`config.mk`:
```
export PLATFORM = sky130hd
export DESIGN_NAME = secuenciador_lavadora
export DESIGN_NICKNAME = d
export VERILOG_FILES = /design/src/rtl/lavadora_pkg.sv /design/src/rtl/temporizador_fase.sv /design/src/rtl/secuenciador_lavadora.sv
export SDC_FILE = /design/constraint.sdc
export NUM_CORES = 1
export LEC_CHECK = 0
export ABC_CLOCK_PERIOD_IN_PS = 2700
export BUFFER_PORTS_ARGS = -buffer_cell sky130_fd_sc_hd__buf_2
export CAP_MARGIN = 20
export CORE_MARGIN = 4
export CORE_UTILIZATION = 51
export CTS_CLUSTER_SIZE = 14
export DETAILED_ROUTE_END_ITERATION = 10
export MAX_ROUTING_LAYER = met4
export PLACE_DENSITY = 0.76
export SLEW_MARGIN = 20
export SYNTH_ARGS = -nofsm -noshare
export SYNTH_HDL_FRONTEND = slang
export SYNTH_SLANG_ARGS = --single-unit
```
`constraint.sdc`:
```
create_clock -name clk -period 2.7 [get_ports clk]
set_input_delay 0 -clock clk [delete_from_list [all_inputs] [get_ports clk]]
set_output_delay 0 -clock clk [all_outputs]
set_load 0.01 [all_outputs]
```
`src/rtl/lavadora_pkg.sv`:
```
// Shared definitions for the washer phase sequencer: phase codes, latched
// service modes, default phase lengths and small helper functions.
package lavadora_pkg;

    typedef enum logic [2:0] {
        PH_IDLE  = 3'd0,
        PH_FILL  = 3'd1,
        PH_WASH  = 3'd2,
        PH_RINSE = 3'd3,
        PH_SPIN  = 3'd4,
        PH_DRY   = 3'd5,
        PH_DONE  = 3'd6
    } fase_t;

    typedef enum logic [1:0] {
        MODO_NONE = 2'd0,
        MODO_SEC  = 2'd1,
        MODO_LAV  = 2'd2,
        MODO_PES  = 2'd3
    } modo_t;

    localparam int T_FILL_DEF  = 4;
    localparam int T_WASH_DEF  = 8;
    localparam int T_RINSE_DEF = 4;
    localparam int T_SPIN_DEF  = 3;
    localparam int T_DRY_DEF   = 6;

    function automatic int max_int(input int a, input int b);
        return (a > b) ? a : b;
    endfunction

    // Phase that follows a finished running phase; only heavy wash dries after spin.
    function automatic fase_t fase_siguiente(input fase_t f, input modo_t m);
        fase_t n;
        case (f)
            PH_FILL:  n = PH_WASH;
            PH_WASH:  n = PH_RINSE;
            PH_RINSE: n = PH_SPIN;
            PH_SPIN:  n = (m == MODO_PES) ? PH_DRY : PH_DONE;
            PH_DRY:   n = PH_DONE;
            default:  n = PH_IDLE;
        endcase
        return n;
    endfunction

endpackage

```
`src/rtl/temporizador_fase.sv`:
```
// Loadable phase down-counter. Loading writes length-1; the count stops at
// zero and can be frozen with hold_i.
module temporizador_fase #(
    parameter int W = 4
) (
    input  logic         clk,
    input  logic         reset,
    input  logic         load_i,
    input  logic [W-1:0] value_i,
    input  logic         hold_i,
    output logic         zero_o
);

    logic [W-1:0] cnt_q;

    // Load has priority over hold so a phase entry always restarts the count.
    always_ff @(posedge clk) begin
        if (reset) begin
            cnt_q <= '0;
        end else if (load_i) begin
            cnt_q <= value_i;
        end else if (!hold_i && (cnt_q != '0)) begin
            cnt_q <= cnt_q - 1'b1;
        end
    end

    assign zero_o = (cnt_q == '0);

endmodule

```
`src/rtl/secuenciador_lavadora.sv`:
```
// Washer phase sequencer: accepts a single paid service on start, then walks
// FILL/WASH/RINSE/SPIN/DRY with per-phase timing, ending in a one-cycle DONE.
// Optional door pause is enabled by defining LAVADORA_PAUSA_PUERTA_EN.
//
// state    | meaning
// PH_IDLE  | waiting for start, mode flags evaluated
// PH_FILL  | water inlet
// PH_WASH  | drum turning, heater in heavy wash (double length)
// PH_RINSE | inlet and drum
// PH_SPIN  | drum at high speed
// PH_DRY   | drum and heater
// PH_DONE  | one-cycle completion pulse
module secuenciador_lavadora
    import lavadora_pkg::*;
#(
    parameter int T_FILL  = T_FILL_DEF,
    parameter int T_WASH  = T_WASH_DEF,
    parameter int T_RINSE = T_RINSE_DEF,
    parameter int T_SPIN  = T_SPIN_DEF,
    parameter int T_DRY   = T_DRY_DEF
) (
    input  logic       clk,
    input  logic       reset,
    input  logic       start,
    input  logic       secado,
    input  logic       lavado,
    input  logic       lavado_pesado,
    input  logic       door_closed,
    output logic       valve_on,
    output logic       motor_on,
    output logic       motor_fast,
    output logic       heater_on,
    output logic [2:0] phase,
    output logic       busy,
    output logic       done,
    output logic       start_err,
    output logic       paused
);

    // Floor of 2 keeps the counter at least one bit wide when every phase is 1 cycle.
    localparam int T_MAX = max_int(max_int(2 * T_WASH, T_FILL),
                                   max_int(max_int(T_RINSE, T_SPIN), max_int(T_DRY, 2)));
    localparam int TW    = $clog2(T_MAX);

    fase_t           state_q, state_d;
    modo_t           mode_q, mode_d;
    modo_t           mode_sel;
    logic            start_err_q, start_err_d;
    logic            paused_q;
    logic            start_ok;
    logic [1:0]      n_modes;
    logic            tmr_load;
    logic            tmr_zero;
    logic [TW-1:0]   tmr_value;

    function automatic logic [TW-1:0] fase_carga(input fase_t f, input modo_t m);
        int len;
        case (f)
            PH_FILL:  len = T_FILL;
            PH_WASH:  len = (m == MODO_PES) ? 2 * T_WASH : T_WASH;
            PH_RINSE: len = T_RINSE;
            PH_SPIN:  len = T_SPIN;
            PH_DRY:   len = T_DRY;
            default:  len = 1;
        endcase
        return TW'(len - 1);
    endfunction

    assign n_modes  = {1'b0, secado} + {1'b0, lavado} + {1'b0, lavado_pesado};
    assign start_ok = (n_modes == 2'd1) && door_closed;
    assign mode_sel = secado ? MODO_SEC : (lavado ? MODO_LAV : MODO_PES);

    // State, latched mode and reject pulse registers.
    always_ff @(posedge clk) begin
        if (reset) begin
            state_q     <= PH_IDLE;
            mode_q      <= MODO_NONE;
            start_err_q <= 1'b0;
        end else begin
            state_q     <= state_d;
            mode_q      <= mode_d;
            start_err_q <= start_err_d;
        end
    end

    // Next phase: start handling in IDLE, timer-driven advance otherwise.
    always_comb begin
        state_d     = state_q;
        mode_d      = mode_q;
        start_err_d = 1'b0;
        tmr_load    = 1'b0;
        case (state_q)
            PH_IDLE: begin
                if (start) begin
                    if (start_ok) begin
                        mode_d   = mode_sel;
                        state_d  = (mode_sel == MODO_SEC) ? PH_DRY : PH_FILL;
                        tmr_load = 1'b1;
                    end else begin
                        start_err_d = 1'b1;
                    end
                end
            end
            PH_DONE: state_d = PH_IDLE;
            default: begin
                if (!paused_q && tmr_zero) begin
                    state_d  = fase_siguiente(state_q, mode_q);
                    tmr_load = 1'b1;
                end
            end
        endcase
        tmr_value = fase_carga(state_d, mode_d);
    end

`ifdef LAVADORA_PAUSA_PUERTA_EN
    logic paused_d;

    // Pause only while a running phase is (still) active; DONE is never paused.
    always_comb begin
        paused_d = !door_closed && (state_d != PH_IDLE) && (state_d != PH_DONE);
    end

    // Registered so the pause starts and ends one cycle after the door moves.
    always_ff @(posedge clk) begin
        if (reset) begin
            paused_q <= 1'b0;
        end else begin
            paused_q <= paused_d;
        end
    end
`else
    assign paused_q = 1'b0;
`endif

    temporizador_fase #(
        .W (TW)
    ) u_temporizador (
        .clk     (clk),
        .reset   (reset),
        .load_i  (tmr_load),
        .value_i (tmr_value),
        .hold_i  (paused_q),
        .zero_o  (tmr_zero)
    );

    // Moore actuator decode from phase and latched mode, all off while paused.
    always_comb begin
        valve_on   = 1'b0;
        motor_on   = 1'b0;
        motor_fast = 1'b0;
        heater_on  = 1'b0;
        if (!paused_q) begin
            case (state_q)
                PH_FILL:  valve_on = 1'b1;
                PH_WASH: begin
                    motor_on  = 1'b1;
                    heater_on = (mode_q == MODO_PES);
                end
                PH_RINSE: begin
                    valve_on = 1'b1;
                    motor_on = 1'b1;
                end
                PH_SPIN: begin
                    motor_on   = 1'b1;
                    motor_fast = 1'b1;
                end
                PH_DRY: begin
                    motor_on  = 1'b1;
                    heater_on = 1'b1;
                end
                default: ;
            endcase
        end
    end

    assign phase     = state_q;
    assign busy      = (state_q != PH_IDLE);
    assign done      = (state_q == PH_DONE);
    assign start_err = start_err_q;
    assign paused    = paused_q;

endmodule

```
==> results of run 1 <==
-- flip-flops by register name, indices dropped and copies added (netlist names) --
name	count
mode_q	2
phase	3
start_err	1
u_temporizador.cnt_q	4
-- critical path, cell delays in order (launching register included) --
cell	delay (ns)
dfxtp_1	0.31
inv_1	0.08
ha_1	0.22
or3b_1	0.46
a211o_1	0.33
nand3_2	0.10
o2bb2ai_1	0.16
ha_1	0.22
and4_1	0.20
nor4_2	0.05
-- cells by family (layout without fill, tap and decap cells) --
group	after synthesis	after routing	share of synthesized area, %
simple gates	43	43	33.77
xor+xnor	4	4	4.614
other cells	1	1	0.4938
buf+inv	14	30	9.720
fa+ha+maj	3	3	5.930
compound gates	19	19	19.11
flops	10	10	26.36
-- area by class of cell --
cell class / instances / area [µm²] / share of cell area (%)
Tap cell: 15 / 18.77 / 2.171
Inverter: 8 / 30.03 / 3.473
Clock buffer: 3 / 22.52 / 2.605
Timing Repair Buffer: 19 / 107.6 / 12.45
Multi-Input combinational cell: 70 / 485.5 / 56.15
Sequential cell: 10 / 200.2 / 23.15
-- worst max path at each step --
stage | from | to | cells after the start
after floorplan | u_temporizador.cnt_q[0] | u_temporizador.cnt_q[2] | 10
after global placement | u_temporizador.cnt_q[0] | u_temporizador.cnt_q[2] | 9
after detailed placement | u_temporizador.cnt_q[0] | u_temporizador.cnt_q[2] | 9
after CTS | u_temporizador.cnt_q[0] | u_temporizador.cnt_q[2] | 9
after global routing | u_temporizador.cnt_q[0] | u_temporizador.cnt_q[2] | 9
final | u_temporizador.cnt_q[0] | u_temporizador.cnt_q[2] | 9
-- metal layers --
metal	wire, µm	GRT usage (%)	up-vias
li1	-	-	366
met5	0	-	-
met2	841	32.14	20
met1	775	21.20	341
met3	79	3.516	4
met4	23	8.523	0
-- placed cells by master (no fill, tap or decap), types with 4 or more instances in the layout --
cell type  instances
inv_1              8
nand2_1           12
nor3_1             4
buf_2             16
dfxtp_1           10
nor2_1             6
-- cell usage after synthesis (2+ instances only) --
master / instances
a21oi_1: 3
a211oi_1: 2
o21ai_0: 2
and3b_1: 2
ha_1: 2
inv_1: 8
xor2_1: 2
buf_2: 2
nand3_2: 3
nor2_1: 6
buf_4: 3
a31oi_1: 3
xnor2_1: 2
nor2b_1: 3
dfxtp_1: 10
nand2_1: 12
nor3_1: 4
nand3_1: 3
-- per-stage QoR --
stage	std cells	worst slack [ns]	area [µm²]	utilization (%)
after floorplan	94	0.6192	759.5	-
after global placement	120	0.5804	822.0	60.89
after detailed placement	120	0.4630	822.0	60.89
after CTS	125	0.4506	864.6	64.04
after global routing	125	0.2700	864.6	64.04
final	125	0.4499	864.6	64.04
-- power breakdown --
| part | switching (mW) | internal, mW | leakage (nW) |
|---|---|---|---|
| combinational | 0.203 | 0.170 | 0.306 |
| sequential | 0.0414 | 0.179 | 0.0818 |
| clock | 0.0543 | 0.0515 | 0.0138 |
-- repair_timing --
item | CTS | global route
endpoints found under the hold margin | 2 | 0
hold buffers | 2 | 0
endpoints found under the setup margin | 0 | 0
==> impl_metrics.ini, run 1 <==
[job]
maxCapViolCount = 0

[logic_synthesis]
synth_area_leaders = dfxtp_1 (26%), nand2_1 (5.9%), nand3_2 (4.0%), inv_1 (4.0%), ha_1 (3.3%)
yosysUniqueCellTypes = 40
synth_fp_nets = 104
synth_edf_count = 0
synth_cells = 94
ys_seq_area_share_pct = 26.36
synth.ff_latch_count = 10
async_reset_ff_share_pct = 0
netlist_area_um2 = 759.5
synth.avg_cell_area_um2 = 8.080
ys_warn_count = 0
synth_top_cell_by_area = dfxtp_1
synthFlopType = dfxtp_1
synth_top_cell_area_share_pct = 26.36

[grt]
antenna_found_initial = 0
grt_first_pass_wirelength_mm = 2.801
grt_util_all_layers_pct = 18.94
grt_pass1_vias = 657
grt_start_max_net_pins = 16
overflow = 0

[min_path]
hold-path-endpoint = phase[2]
min-delay-start = secado
hold_depth = 3
hold_path_class = in2reg

[floorplanning]
row_count = 13
dieArea_um2 = 2171
fp.coreArea_um2 = 1350
floorplan.initialDensity_pct = 56.26
die_y_um = 46.59
dieWidth_um = 46.59
ios = 18

[sta]
setup_tns_ns = 0
whs_ns = 0.05231
rsz0062_at_grt = no
final_hold_viol_count = 0
maxSlewViolCount = 0
clock.fmax_ghz = 0.4444
max_slew_margin_pct = 66.24
min_period_ns = 2.250
setup_violations = 0
tightest_slew_ns = 0.5057
fin_crit_sh_pct = 83.34
finClkSkew_ns = 0.002618

[cts]
cts-htree-levels = 1
cts-resized-gates = 0
clkTransAtPathRegs_ns = 0.07
postCtsSetupRepairBufs = 0
insertion_delay_ns = 0.27
cts_tree = done
clockRootBuffer = clkbuf_4
numCtsBuffers = 3
cts_buffer_depth = 2
cts_sinks = 10

[cells_and_area]
nNetsFinal = 122
nFillCells = 134
num_antenna_cells = 0
final_layout_size_suffix_gt1_share_pct = 26.36
area_growth_pct = 13.84

[routing]
initialDrtViolationCount = 9
dr.pass1.iters = 7
wirelength_mm = 1.719
drtAntennaViolNets = 0
vias = 731
via_per_inst = 5.848
wl_per_cell_um = 13.75
drc = 0

[setup_path]
cp_data_arrival_time_ns = 2.40
crit_required_ns = 2.85
start_kind = flop
r2r_cells = 9
cp_max_fo = 5
rr_startpoint = u_temporizador.cnt_q[0]
cp-end-kind = flop
crit_type = reg2reg
timing.reg2reg.setup_slack_ns = 0.45
timing.rr.end = u_temporizador.cnt_q[2]

[power_and_ir_drop]
power.density_nw_per_um2 = 809.1
power_mw = 0.6995
peakVddDrop_mv = 0.3339
power_leakage_nw = 0.4019

[outcome]
status = complete, no violations

[placement]
io_buffers = 16
place_hpwl_mm = 1.248
gp_congestion = 0.8867
Note: power is estimated with default switching activity, not from simulation.
==> run 2: changes to the inputs <==
--- a/config.mk
+++ b/config.mk
@@ -5,7 +5,7 @@
 export SDC_FILE = /design/constraint.sdc
 export NUM_CORES = 1
 export LEC_CHECK = 0
-export ABC_CLOCK_PERIOD_IN_PS = 2700
+export ABC_CLOCK_PERIOD_IN_PS = 2300
 export BUFFER_PORTS_ARGS = -buffer_cell sky130_fd_sc_hd__buf_2
 export CAP_MARGIN = 20
 export CORE_MARGIN = 4
==> constraint.sdc (replaced) <==
create_clock -name clk -period 2.3 [get_ports clk]
set_input_delay 0 -clock clk [delete_from_list [all_inputs] [get_ports clk]]
set_output_delay 0 -clock clk [all_outputs]
set_load 0.01 [all_outputs]
==> impl_metrics.ini, run 2 (same netlist as run 1, synthesis figures left out) <==
[cells_and_area]
nNetsFinal = 127
instances_no_fill = 131
final-seq-area_um2 = 200.2
final_layout_size_suffix_gt1_share_pct = 34.48
final_common_cell = buf_2
area_growth_pct = 22.41
top_register = u_temporizador.cnt_q
largest_reg_flops = 4
multi_input_area_um2 = 499.2
layout_common_cells = buf_2 (16), nand2_1 (12), dfxtp_1 (10)
nFillCells = 122
num_antenna_cells = 0

[cts]
insertion_delay_ns = 0.27
cts_tree = done
cts-htree-levels = 1
cts_buffer_depth = 2
postCtsSetupRepairBufs = 0
clockRootBuffer = clkbuf_4
clkTransAtPathRegs_ns = 0.07
numCtsBuffers = 3
cts_sinks = 10

[sta]
finClkSkew_ns = 0.001809
setup_tns_ns = 0
final_hold_viol_count = 0
fin_crit_sh_pct = 95.70
whs_ns = 0.04500
rsz0062_at_grt = no
clock.fmax_ghz = 0.4543
setup_violations = 0
tightest_slew_ns = 0.5095
min_period_ns = 2.201
maxSlewViolCount = 0
max_slew_margin_pct = 65.77

[outcome]
status = complete, no violations

[grt]
overflow = 0
grt_pass1_vias = 681
grt_start_max_net_pins = 15
grt_first_pass_wirelength_mm = 3.125
antenna_found_initial = 0
grt_util_all_layers_pct = 21.27

[routing]
via_per_inst = 5.695
vias = 746
wl_per_cell_um = 14.66
initialDrtViolationCount = 20
drc = 0
dr.pass1.iters = 4
drtAntennaViolNets = 0
wirelength_mm = 1.920

[setup_path]
crit_required_ns = 2.49
crit_type = in2reg
start_kind = input port
cp_slowest_stage_delay_ns = 0.53
r2r_cells = 8
timing.rr.end = u_temporizador.cnt_q[1]
critPathSlowestCell = dlygate4sd3_1
timing.reg2reg.setup_slack_ns = 0.12
cp_data_arrival_time_ns = 2.39
cp-end-kind = flop
cpMostUsedCell = nand2_1
crit_chain = dlygate4sd3_1, buf_2, inv_1, fa_1, and3b_2, and3_4, nand2_1, nand2_1, a21oi_1, ha_2, a211oi_1
rr_startpoint = u_temporizador.cnt_q[0]
cp_max_fo = 3

[floorplanning]
fp.coreArea_um2 = 1350
die_y_um = 46.59
ios = 18
floorplan.initialDensity_pct = 56.26
row_count = 13
dieArea_um2 = 2171
dieWidth_um = 46.59

[placement]
gp_congestion = 0.8436
place_inst = 125
io_buffers = 16
place_hpwl_mm = 1.452

[min_path]
hold_path_class = in2reg
hold-path-endpoint = phase[2]
min-delay-start = secado
hold_depth = 3

[power_and_ir_drop]
power.density_nw_per_um2 = 992.1
peakVddDrop_mv = 0.5975
power_leakage_nw = 0.4293

[job]
maxCapViolCount = 0
-- run 2: layer usage --
layer / wire [µm] / track usage [%] / part of all wire, % / up-vias
met1: 831 / 25.06 / 43 / 343
met2: 978 / 33.52 / 51 / 24
met4: 27 / 7.955 / 1.4 / 0
met5: 0 / - / 0 / -
li1: - / - / - / 375
met3: 83 / 6.641 / 4.3 / 4
-- run 2: worst max-delay path by stage --
stage                       startpoint                 endpoint  slack [ns]
6_report                        lavado  u_temporizador.cnt_q[1]         0.1
4_1_cts                         lavado  u_temporizador.cnt_q[2]        0.09
3_5_place_dp   u_temporizador.cnt_q[0]  u_temporizador.cnt_q[2]        0.11
2_1_floorplan  u_temporizador.cnt_q[0]  u_temporizador.cnt_q[2]        0.22
5_1_grt        u_temporizador.cnt_q[0]  u_temporizador.cnt_q[2]       0.004
3_3_place_gp   u_temporizador.cnt_q[0]  u_temporizador.cnt_q[2]        0.19
-- run 2: power breakdown --
| group | total (mW) | leakage (nW) | switching (mW) | internal [mW] |
|---|---|---|---|---|
| logic | 0.509 | 0.326 | 0.265 | 0.244 |
| clock network | 0.164 | 0.0210 | 0.0675 | 0.0963 |
| registers | 0.249 | 0.0818 | 0.0389 | 0.211 |
| total | 0.922 | 0.429 | 0.371 | 0.551 |
-- run 2: timing repair --
item | in CTS | in global routing
gates resized for setup | 0 | 5
endpoints found under the setup margin | 0 | 2
endpoints found under the hold margin | 2 | 0
hold buffers | 2 | 0
-- run 2: area by class of cell --
cell class	count	share of cell area, %
Multi-Input combinational cell	70	53.70
Sequential cell	10	21.53
Inverter	8	3.230
Timing Repair Buffer	24	15.61
Tap cell	15	2.019
Clock buffer	4	3.903
-- run 2: worst max-delay path, delay by kind of cell --
family / cells / cell delay (ns)
fa+ha+maj: 2 / 0.79
compound gates: 2 / 0.35
buf+inv: 3 / 0.70
simple gates: 4 / 0.54
-- run 2: metrics by stage --
| stage | power (mW) | setup WS, ns | util [%] | area, µm² |
|---|---|---|---|---|
| 3_5_place_dp | 0.7326 | 0.1149 | 63.67 | 859.6 |
| 4_1_cts | 0.9008 | 0.09270 | 67.84 | 915.9 |
| 2_1_floorplan | 0.6008 | 0.2192 | - | 759.5 |
| 6_report | 0.9223 | 0.09885 | 68.86 | 929.6 |
| 3_3_place_gp | 0.7119 | 0.1883 | 63.67 | 859.6 |
| 5_1_grt | 1.006 | 0.004112 | 68.86 | 929.6 |
